File: src/rtl/note_player_pkg.sv
// note_player_pkg: shared sizes and FSM state encoding for the note player.
//   NUM_STRINGS / NUM_FRETS  guitar geometry (6 strings, frets 0..4)
//   ADDR_W                   note RAM address width
//   NOTE_W                   note word width
//   FRET_W                   per-string fret code width
`timescale 1ns / 1ps
package note_player_pkg;

  localparam int unsigned NUM_STRINGS = 6;
  localparam int unsigned NUM_FRETS   = 5;
  localparam int unsigned ADDR_W      = 6;
  localparam int unsigned NOTE_W      = 32;
  localparam int unsigned FRET_W      = 3;

  typedef enum logic [2:0] {
    StIdle,
    StWaitBeat,
    StFetch,
    StLatch,
    StDone
  } state_e;

endpackage

File: src/rtl/note_player_decoder.sv
// note_decoder: combinational decode of one recorded note word.
// Bit (NUM_STRINGS*f + s) set means string s is played at fret f.
//   word_i       note word from RAM
//   string_on_o  one bit per sounding string
//   fret_o       FRET_W-bit fret code per string (highest fret wins)
//   err_o        several frets on one string, or unused top bits set
`timescale 1ns / 1ps
module note_decoder
  import note_player_pkg::*;
(
  input  logic [NOTE_W-1:0]             word_i,
  output logic [NUM_STRINGS-1:0]        string_on_o,
  output logic [NUM_STRINGS*FRET_W-1:0] fret_o,
  output logic                          err_o
);

  logic [NUM_STRINGS-1:0]        son;
  logic [NUM_STRINGS*FRET_W-1:0] fr;
  logic                          err;

  always_comb begin
    son = '0;
    fr  = '0;
    err = |word_i[NOTE_W-1:NUM_STRINGS*NUM_FRETS];
    for (int s = 0; s < NUM_STRINGS; s++) begin
      // Ascending fret scan: a later hit overrides, and a second hit is malformed.
      for (int f = 0; f < NUM_FRETS; f++) begin
        if (word_i[f*NUM_STRINGS+s]) begin
          if (son[s]) err = 1'b1;
          son[s]                 = 1'b1;
          fr[s*FRET_W +: FRET_W] = FRET_W'(f);
        end
      end
    end
  end

  assign string_on_o = son;
  assign fret_o      = fr;
  assign err_o       = err;

endmodule

File: src/rtl/note_player.sv
// note_player: plays back recorded notes from the note RAM, one per tempo beat.
//   clk_i, resetn_i        clock, async active-low reset
//   start_i, stop_i        play request (IDLE only) / abort (any state)
//   beat_i                 tempo tick
//   rec_len_i              number of recorded notes, sampled on accepted start
//   rd_en_o, rd_addr_o     note RAM read port; rd_data_i valid one clock later
//   string_on_o, fret_o    current note
//   note_valid_o           pulse when the note outputs update
//   decode_err_o           pulse with note_valid_o for a malformed word
//   busy_o, done_o         activity / normal end-of-playback pulse
// Build option: define PLAY_LOOP_EN to loop playback forever until stop.
`timescale 1ns / 1ps
module note_player
  import note_player_pkg::*;
(
  input  logic                          clk_i,
  input  logic                          resetn_i,
  input  logic                          start_i,
  input  logic                          stop_i,
  input  logic                          beat_i,
  input  logic [ADDR_W-1:0]             rec_len_i,
  output logic                          rd_en_o,
  output logic [ADDR_W-1:0]             rd_addr_o,
  input  logic [NOTE_W-1:0]             rd_data_i,
  output logic [NUM_STRINGS-1:0]        string_on_o,
  output logic [NUM_STRINGS*FRET_W-1:0] fret_o,
  output logic                          note_valid_o,
  output logic                          busy_o,
  output logic                          done_o,
  output logic                          decode_err_o
);

  state_e                        state_q, state_d;
  logic [ADDR_W-1:0]             addr_q, addr_d;
  logic [ADDR_W-1:0]             len_q, len_d;
  logic [NUM_STRINGS-1:0]        son_q, son_d;
  logic [NUM_STRINGS*FRET_W-1:0] fret_q, fret_d;
  logic                          nv_q, nv_d;
  logic                          err_q, err_d;

  logic [NUM_STRINGS-1:0]        dec_son;
  logic [NUM_STRINGS*FRET_W-1:0] dec_fret;
  logic                          dec_err;

  note_decoder u_decoder (
    .word_i      (rd_data_i),
    .string_on_o (dec_son),
    .fret_o      (dec_fret),
    .err_o       (dec_err)
  );

  always_comb begin
    state_d = state_q;
    addr_d  = addr_q;
    len_d   = len_q;
    son_d   = son_q;
    fret_d  = fret_q;
    nv_d    = 1'b0;
    err_d   = 1'b0;
    if (stop_i) begin
      state_d = StIdle;
      son_d   = '0;
      fret_d  = '0;
    end else begin
      unique case (state_q)
        StIdle: begin
          if (start_i) begin
            addr_d = '0;
            len_d  = rec_len_i;
`ifdef PLAY_LOOP_EN
            // Looping play never signals done, so an empty recording just stays idle.
            state_d = (rec_len_i == '0) ? StIdle : StWaitBeat;
`else
            state_d = (rec_len_i == '0) ? StDone : StWaitBeat;
`endif
          end
        end
        StWaitBeat: if (beat_i) state_d = StFetch;
        StFetch:    state_d = StLatch;
        StLatch: begin
          son_d   = dec_son;
          fret_d  = dec_fret;
          nv_d    = 1'b1;
          err_d   = dec_err;
          addr_d  = addr_q + ADDR_W'(1);
          state_d = StWaitBeat;
          if (addr_q == len_q - ADDR_W'(1)) begin
`ifdef PLAY_LOOP_EN
            addr_d = '0;
`else
            state_d = StDone;
`endif
          end
        end
        StDone:  state_d = StIdle;
        default: state_d = StIdle;
      endcase
    end
  end

  always_ff @(posedge clk_i or negedge resetn_i) begin
    if (!resetn_i) begin
      state_q <= StIdle;
      addr_q  <= '0;
      len_q   <= '0;
      son_q   <= '0;
      fret_q  <= '0;
      nv_q    <= 1'b0;
      err_q   <= 1'b0;
    end else begin
      state_q <= state_d;
      addr_q  <= addr_d;
      len_q   <= len_d;
      son_q   <= son_d;
      fret_q  <= fret_d;
      nv_q    <= nv_d;
      err_q   <= err_d;
    end
  end

  // State-decoded outputs fall to zero the moment reset forces IDLE.
  assign rd_en_o      = (state_q == StFetch);
  assign rd_addr_o    = rd_en_o ? addr_q : '0;
  assign busy_o       = (state_q != StIdle) && (state_q != StDone);
  assign done_o       = (state_q == StDone);
  assign string_on_o  = son_q;
  assign fret_o       = fret_q;
  assign note_valid_o = nv_q;
  assign decode_err_o = err_q;

endmodule

File: config.mk
export PLATFORM = sky130hd
export DESIGN_NAME = note_player
export DESIGN_NICKNAME = d
export VERILOG_FILES = /design/src/rtl/note_player_pkg.sv /design/src/rtl/note_player_decoder.sv /design/src/rtl/note_player.sv
export SDC_FILE = /design/constraint.sdc
export NUM_CORES = 1
export LEC_CHECK = 0
export BUFFER_PORTS_ARGS = -buffer_cell sky130_fd_sc_hd__buf_2
export CAP_MARGIN = 20
export CELL_PAD_IN_SITES_DETAIL_PLACEMENT = 0
export CELL_PAD_IN_SITES_GLOBAL_PLACEMENT = 1
export CORE_MARGIN = 1.5
export CORE_UTILIZATION = 38
export CTS_CLUSTER_SIZE = 14
export DETAILED_ROUTE_END_ITERATION = 7
export PLACE_DENSITY_LB_ADDON = 0.1
export SYNTH_ARGS = -nofsm -noshare
export SYNTH_HDL_FRONTEND = slang
export SYNTH_SLANG_ARGS = --single-unit
File: constraint.sdc
create_clock -name clk_i -period 2.8 [get_ports clk_i]
set_input_delay 0.28 -clock clk_i [delete_from_list [all_inputs] [get_ports clk_i]]
set_output_delay 0.28 -clock clk_i [all_outputs]
set_load 0.01 [all_outputs]
---- Word-level counts from Yosys, hierarchy flattened ----
Cells that the tools add are included.
storage, ports and cells
  bits in registers ....................... 41
  input port bits ......................... 43
  output and inout port bits .............. 35
  word-level logic and storage cells ...... 148
cells by class
  add/sub/neg operators ................... 2
  eq/ne operators ......................... 9
  multiplexer cells ....................... 119
  bitwise gates (word level) .............. 1
  reduce and logical (&&, ||, !) cells .... 10
operator list
  cell                                                                number
  1-bit 2-to-1 mux                                                    88
  18-bit 2-to-1 mux                                                   2
  3-bit 2-to-1 mux                                                    11
  2-bit 2-to-1 mux                                                    12
  6-bit 2-to-1 mux                                                    4
  3-bit case mux with 4 select lines                                  1
  6-bit case mux with 2 select lines                                  1
  3-bit inequality test, second input constant                        3
  6-bit by 1-bit adder with 6-bit output, second input constant       1
  3-bit by 2-bit == test with 1-bit output, second input constant     2
  6-bit == test                                                       1
  6-bit zero test                                                     1
  3-bit AND reduction                                                 2
  6-bit by 1-bit subtractor with 6-bit output, second input constant  1
  2-bit nonzero test                                                  2
  3-bit by 1-bit == test with 1-bit output, second input constant     1
  3-bit == test, second input constant                                1
  3-bit zero test                                                     1
  3-bit nonzero test                                                  1
  2-bit inequality test, second input constant                        1
  2-bit AND reduction                                                 1
  2-bit OR reduction                                                  1
  1-bit logical AND                                                   1
  1-bit inverter                                                      1

---- Longest topological paths before layout ----
  depth after elaboration ................. 51
  gate-level depth with buffers ........... 7
  depth with buffers taken out ............ 7

---- Modules after synthesis ----
A second synthesis with hierarchy kept.
second synthesis, totals
  cells, all modules ...................... 277
  area, all modules ....................... 2358.5 um2
modules (own cells, without submodules)
  module        times used  cells each  area each (um2)  sequential area each (um2)
  note_player   1           204         1926.8           1026.0
  note_decoder  1           73          431.7            0.0

---- Least setup slack after synthesis ----
No wires, ideal clock.
  path kind ............................... reg2reg
  start point ............................. reg len_q[0]
  end point ............................... reg state_q[2]
  library setup time ...................... 0.066 ns
  arrival time ............................ 1.487 ns
  data required time ...................... 2.734 ns
  path slack .............................. 1.247 ns
  stages on the path, launching flop included .. 8
  path buffers ............................ 0
  clock period less this slack ............ 1.553 ns
  cell sequence ........................... dfrtp_1 inv_1 ha_1 nand2b_1 nand3_1 o21ai_0 a2111oi_1 a2bb2o_1
on the way
  cells in the longest elaborated chain, start to end .. 5
ends and longest elaborated chain
  what                                         RTL line            source
  start: declaration                           note_player.sv:35   logic [ADDR_W-1:0] len_q, len_d;
  start signal: assignment                     note_player.sv:113  len_q <= len_d;
  6-bit by 1-bit subtractor with 6-bit output  note_player.sv:87   if (addr_q == len_q - ADDR_W'(1)) begin
  6-bit == test                                note_player.sv:87
  3-bit 2-to-1 mux                             note_player.sv:87
  3-bit case mux with 4 select lines           note_player.sv:65   unique case (state_q)
  3-bit 2-to-1 mux                             note_player.sv:60   if (stop_i) begin
  end signal: assignment                       note_player.sv:103  state_q <= StIdle;
  end signal: assignment                       note_player.sv:111  state_q <= state_d;
  end: declaration                             note_player.sv:33   state_e state_q, state_d;
Every way passes these cells.
A chain may end at the register's enable or synchronous reset.

---- Final worst setup path ----
  start point ............................. reg state_q[0]
  end point ............................... out rd_addr_o[4]
on the way
  cells in the longest elaborated chain, start to end .. 2
ends and longest elaborated chain
  what                                      RTL line            source
  3-bit by 2-bit == test with 1-bit output  note_player.sv:122  assign rd_en_o = (state_q == StFetch);
  6-bit 2-to-1 mux                          note_player.sv:123  assign rd_addr_o = rd_en_o ? addr_q : '0;
  end: declaration                          note_player.sv:23   output logic [ADDR_W-1:0] rd_addr_o,
Every way passes these cells.

==> flow_metrics.py <==
metrics = {
    "outcome": {
        "outcome": "finished, final reports clean",
    },
    "routing": {
        "viasPerCell": 5.07,
        "firstDrtPassIters": 5,
        "ant_nets": 0,
        "vias": 1991,
        "avgRoutedWirePerCell_um": 14.5,
        "drc": 0,
        "drt_first_iter_violations": 138,
        "drt-total-wl_um": 5710,
    },
    "final_layout": {
        "regArea_sq_mm": 0.00103,
        "finalNonFillerCells": 393,
        "nFillCells": 553,
        "layout_common_cells": "buf_2, nand2_1, dfrtp_1, nor2_1, nor3_1",
        "area_growth_pct": 26.6,
        "drive_gt1_share_pct": 28.2,
        "multiInputGateArea_sq_mm": 0.00102,
        "fin_area_sq_mm": 0.00266,
        "final_common_cell": "buf_2",
        "final_nets": 367,
        "insertedDiodeCount": 0,
        "post-route-util_pct": 51.1,
    },
    "setup_path": {
        "path_delay_family": "simple AND/OR/NAND/NOR gates",
        "worst-path-max-fanout": 7,
        "crit_type": "reg -> out",
        "slowest_delay_ns": 0.44,
        "worst-path-buf-inv": 1,
        "critical_path.slowest_cell": "dfrtp_1",
        "startpoint_type": "flop",
        "cp.required_ns": 2.52,
        "path_cells": "nand2b_1 -> nor2_1 -> and2_1 -> buf_2",
        "crit_arrival_ns": 1.62,
        "end_kind": "primary output",
    },
    "clocking": {
        "cts_inserted_buffers": 5,
        "cts_max_level": 2,
        "cts_resized": 0,
        "cts_tree": "done",
        "cts.sinks": 41,
        "clk_latency_ns": 0.30,
        "clockBufferDepth": 2,
        "hold_buffers": 0,
        "cts_root_buf": "clkbuf_8",
        "post_cts_buffers": 0,
        "clkTransAtPathRegs_ns": 0.08,
    },
    "sta": {
        "drv_slew": 0,
        "finalHoldViolCount": 0,
        "fin_crit_ns": 1.90,
        "fin_skew_ns": 0.00663,
        "period_share_pct": 68.0,
        "max_freq_mhz": 526,
        "tightestPinTransition_ns": 0.929,
        "holdWs_ns": 0.111,
        "rsz0062_at_grt": "no",
        "finalSetupViolations": 0,
        "relSlewSlack_pct": 38.1,
        "fin_ws_ns": 0.897,
        "tns_ns": 0,
    },
    "grt": {
        "grt_pass1_vias": 1924,
        "grt_pass1_wl_um": 9540,
        "grt_max_degree": 42,
        "grt_remaining_overflow": 0,
        "antenna_found_initial": 0,
        "grt_use_total_pct": 20.4,
    },
    "yosys": {
        "synthFlopType": "dfrtp_1",
        "netlist.area_leader.share_pct": 48.8,
        "ys_seq_area_share_pct": 48.8,
        "synth_edf_count": 0,
        "ys_warn_count": 0,
        "yosys.area.top_type": "dfrtp_1",
        "synth-async-reset-ratio_pct": 100,
        "synth.cell_area_sq_mm": 0.00210,
        "syn_avg_cell_area_sq_um": 8.72,
        "synth_cell_types": 36,
        "syn-instance-count": 241,
        "syn_nets": 286,
        "synth_area_leaders": "dfrtp_1, nand2_1, nor2_1, o31ai_1, nor3_1",
        "ys_ff_latch": 41,
    },
    "placement": {
        "dp_hpwl_um": 4350,
        "routabilityCongestion": 0.817,
        "pre_cts_slack_ns": 0.996,
        "io_buffers": 77,
        "place_area_sq_mm": 0.00257,
        "dp_cells": 385,
    },
    "die": {
        "rows": 26,
        "fp.dieH_um": 77.4,
        "initial_utilization_pct": 40.4,
        "core_area_sq_mm": 0.00520,
        "die-area_sq_mm": 0.00599,
        "die_x_um": 77.4,
        "boundaryPins": 78,
    },
    "pwr": {
        "p_leak_nw": 1.37,
        "power.density_mw_per_mm2": 481,
        "ir_worst_vdd_v": 0.000325,
        "total_power_mw": 1.28,
    },
    "min_path": {
        "hp-class": "in -> async",
    },
    "run": {
        "cap_viol_max_count": 0,
    },
}
state kept, by name, summed over array words and instances (netlist names):
register	count
fret_o	18
addr_q	6
len_q	6
string_on_o	6
state_q	3
decode_err_o	1
note_valid_o	1
synthesized netlist by cell type (4+ instances only):
cell and count:
nand2b_1 4, o31ai_1 12, xor2_1 8, nor3_1 14, inv_1 9, a21oi_1 13, o21ai_0 6, clkbuf_1 6
nand2_1 50, dfrtp_1 41, nand3_1 6, xnor2_1 4, and2_1 8, nor2_1 27
path summary, 6_finish.rpt:
check	startpoint	endpoint	slack, ns	depth (start not counted)
max in group asynchronous	resetn_i	fret_o[16]	2.11	1
min reg2reg	fret_o[4]	fret_o[4]	0.48	2
min in group clk_i	rec_len_i[4]	len_q[4]	0.19	3
max	state_q[0]	rd_addr_o[4]	0.90	4
min	resetn_i	fret_o[9]	0.11	1
max reg2reg	len_q[0]	state_q[2]	0.97	7
worst reg2reg max path: stages, from the launching register on:
cell and delay [ns]:
dfrtp_1 0.40, inv_1 0.08, ha_1 0.25, nand2b_1 0.16, nand3_1 0.09, o21ai_0 0.09
a2111oi_1 0.49, a2bb2o_1 0.22
routing by layer:
metal | vias to the layer above | track usage, % | wire length, um
met5 | - | 0 | 0
met2 | 60 | 30.4 | 2500
met1 | 929 | 30.0 | 2820
li1 | 997 | - | -
met4 | 0 | 5.45 | 62
met3 | 5 | 4.35 | 321
kinds of logic after synthesis:
family                   share of synthesized area (%)
AND/OR/NAND/NOR                                   25.5
buffers and inverters                             2.86
adder cells (fa/ha/maj)                           1.19
XOR/XNOR                                          5.00
AO/OA/AOI/OAI                                     16.7
flip-flops                                        48.8
power by group:
group | switching (mW) | internal (mW)
Sequential | 0.0337 | 0.622
Combinational | 0.136 | 0.0999
Clock | 0.216 | 0.172
Total | 0.386 | 0.894
cell type report:
class                           instances  share of cell area [%]
Clock buffer                            5                    2.59
Timing Repair Buffer                   80                    15.3
Sequential cell                        41                    38.6
Inverter                               10                    1.41
Tap cell                               70                    3.29
Clock inverter                          3                   0.658
Multi-Input combinational cell        184                    38.2
Note: power is estimated with default switching activity, not from simulation.
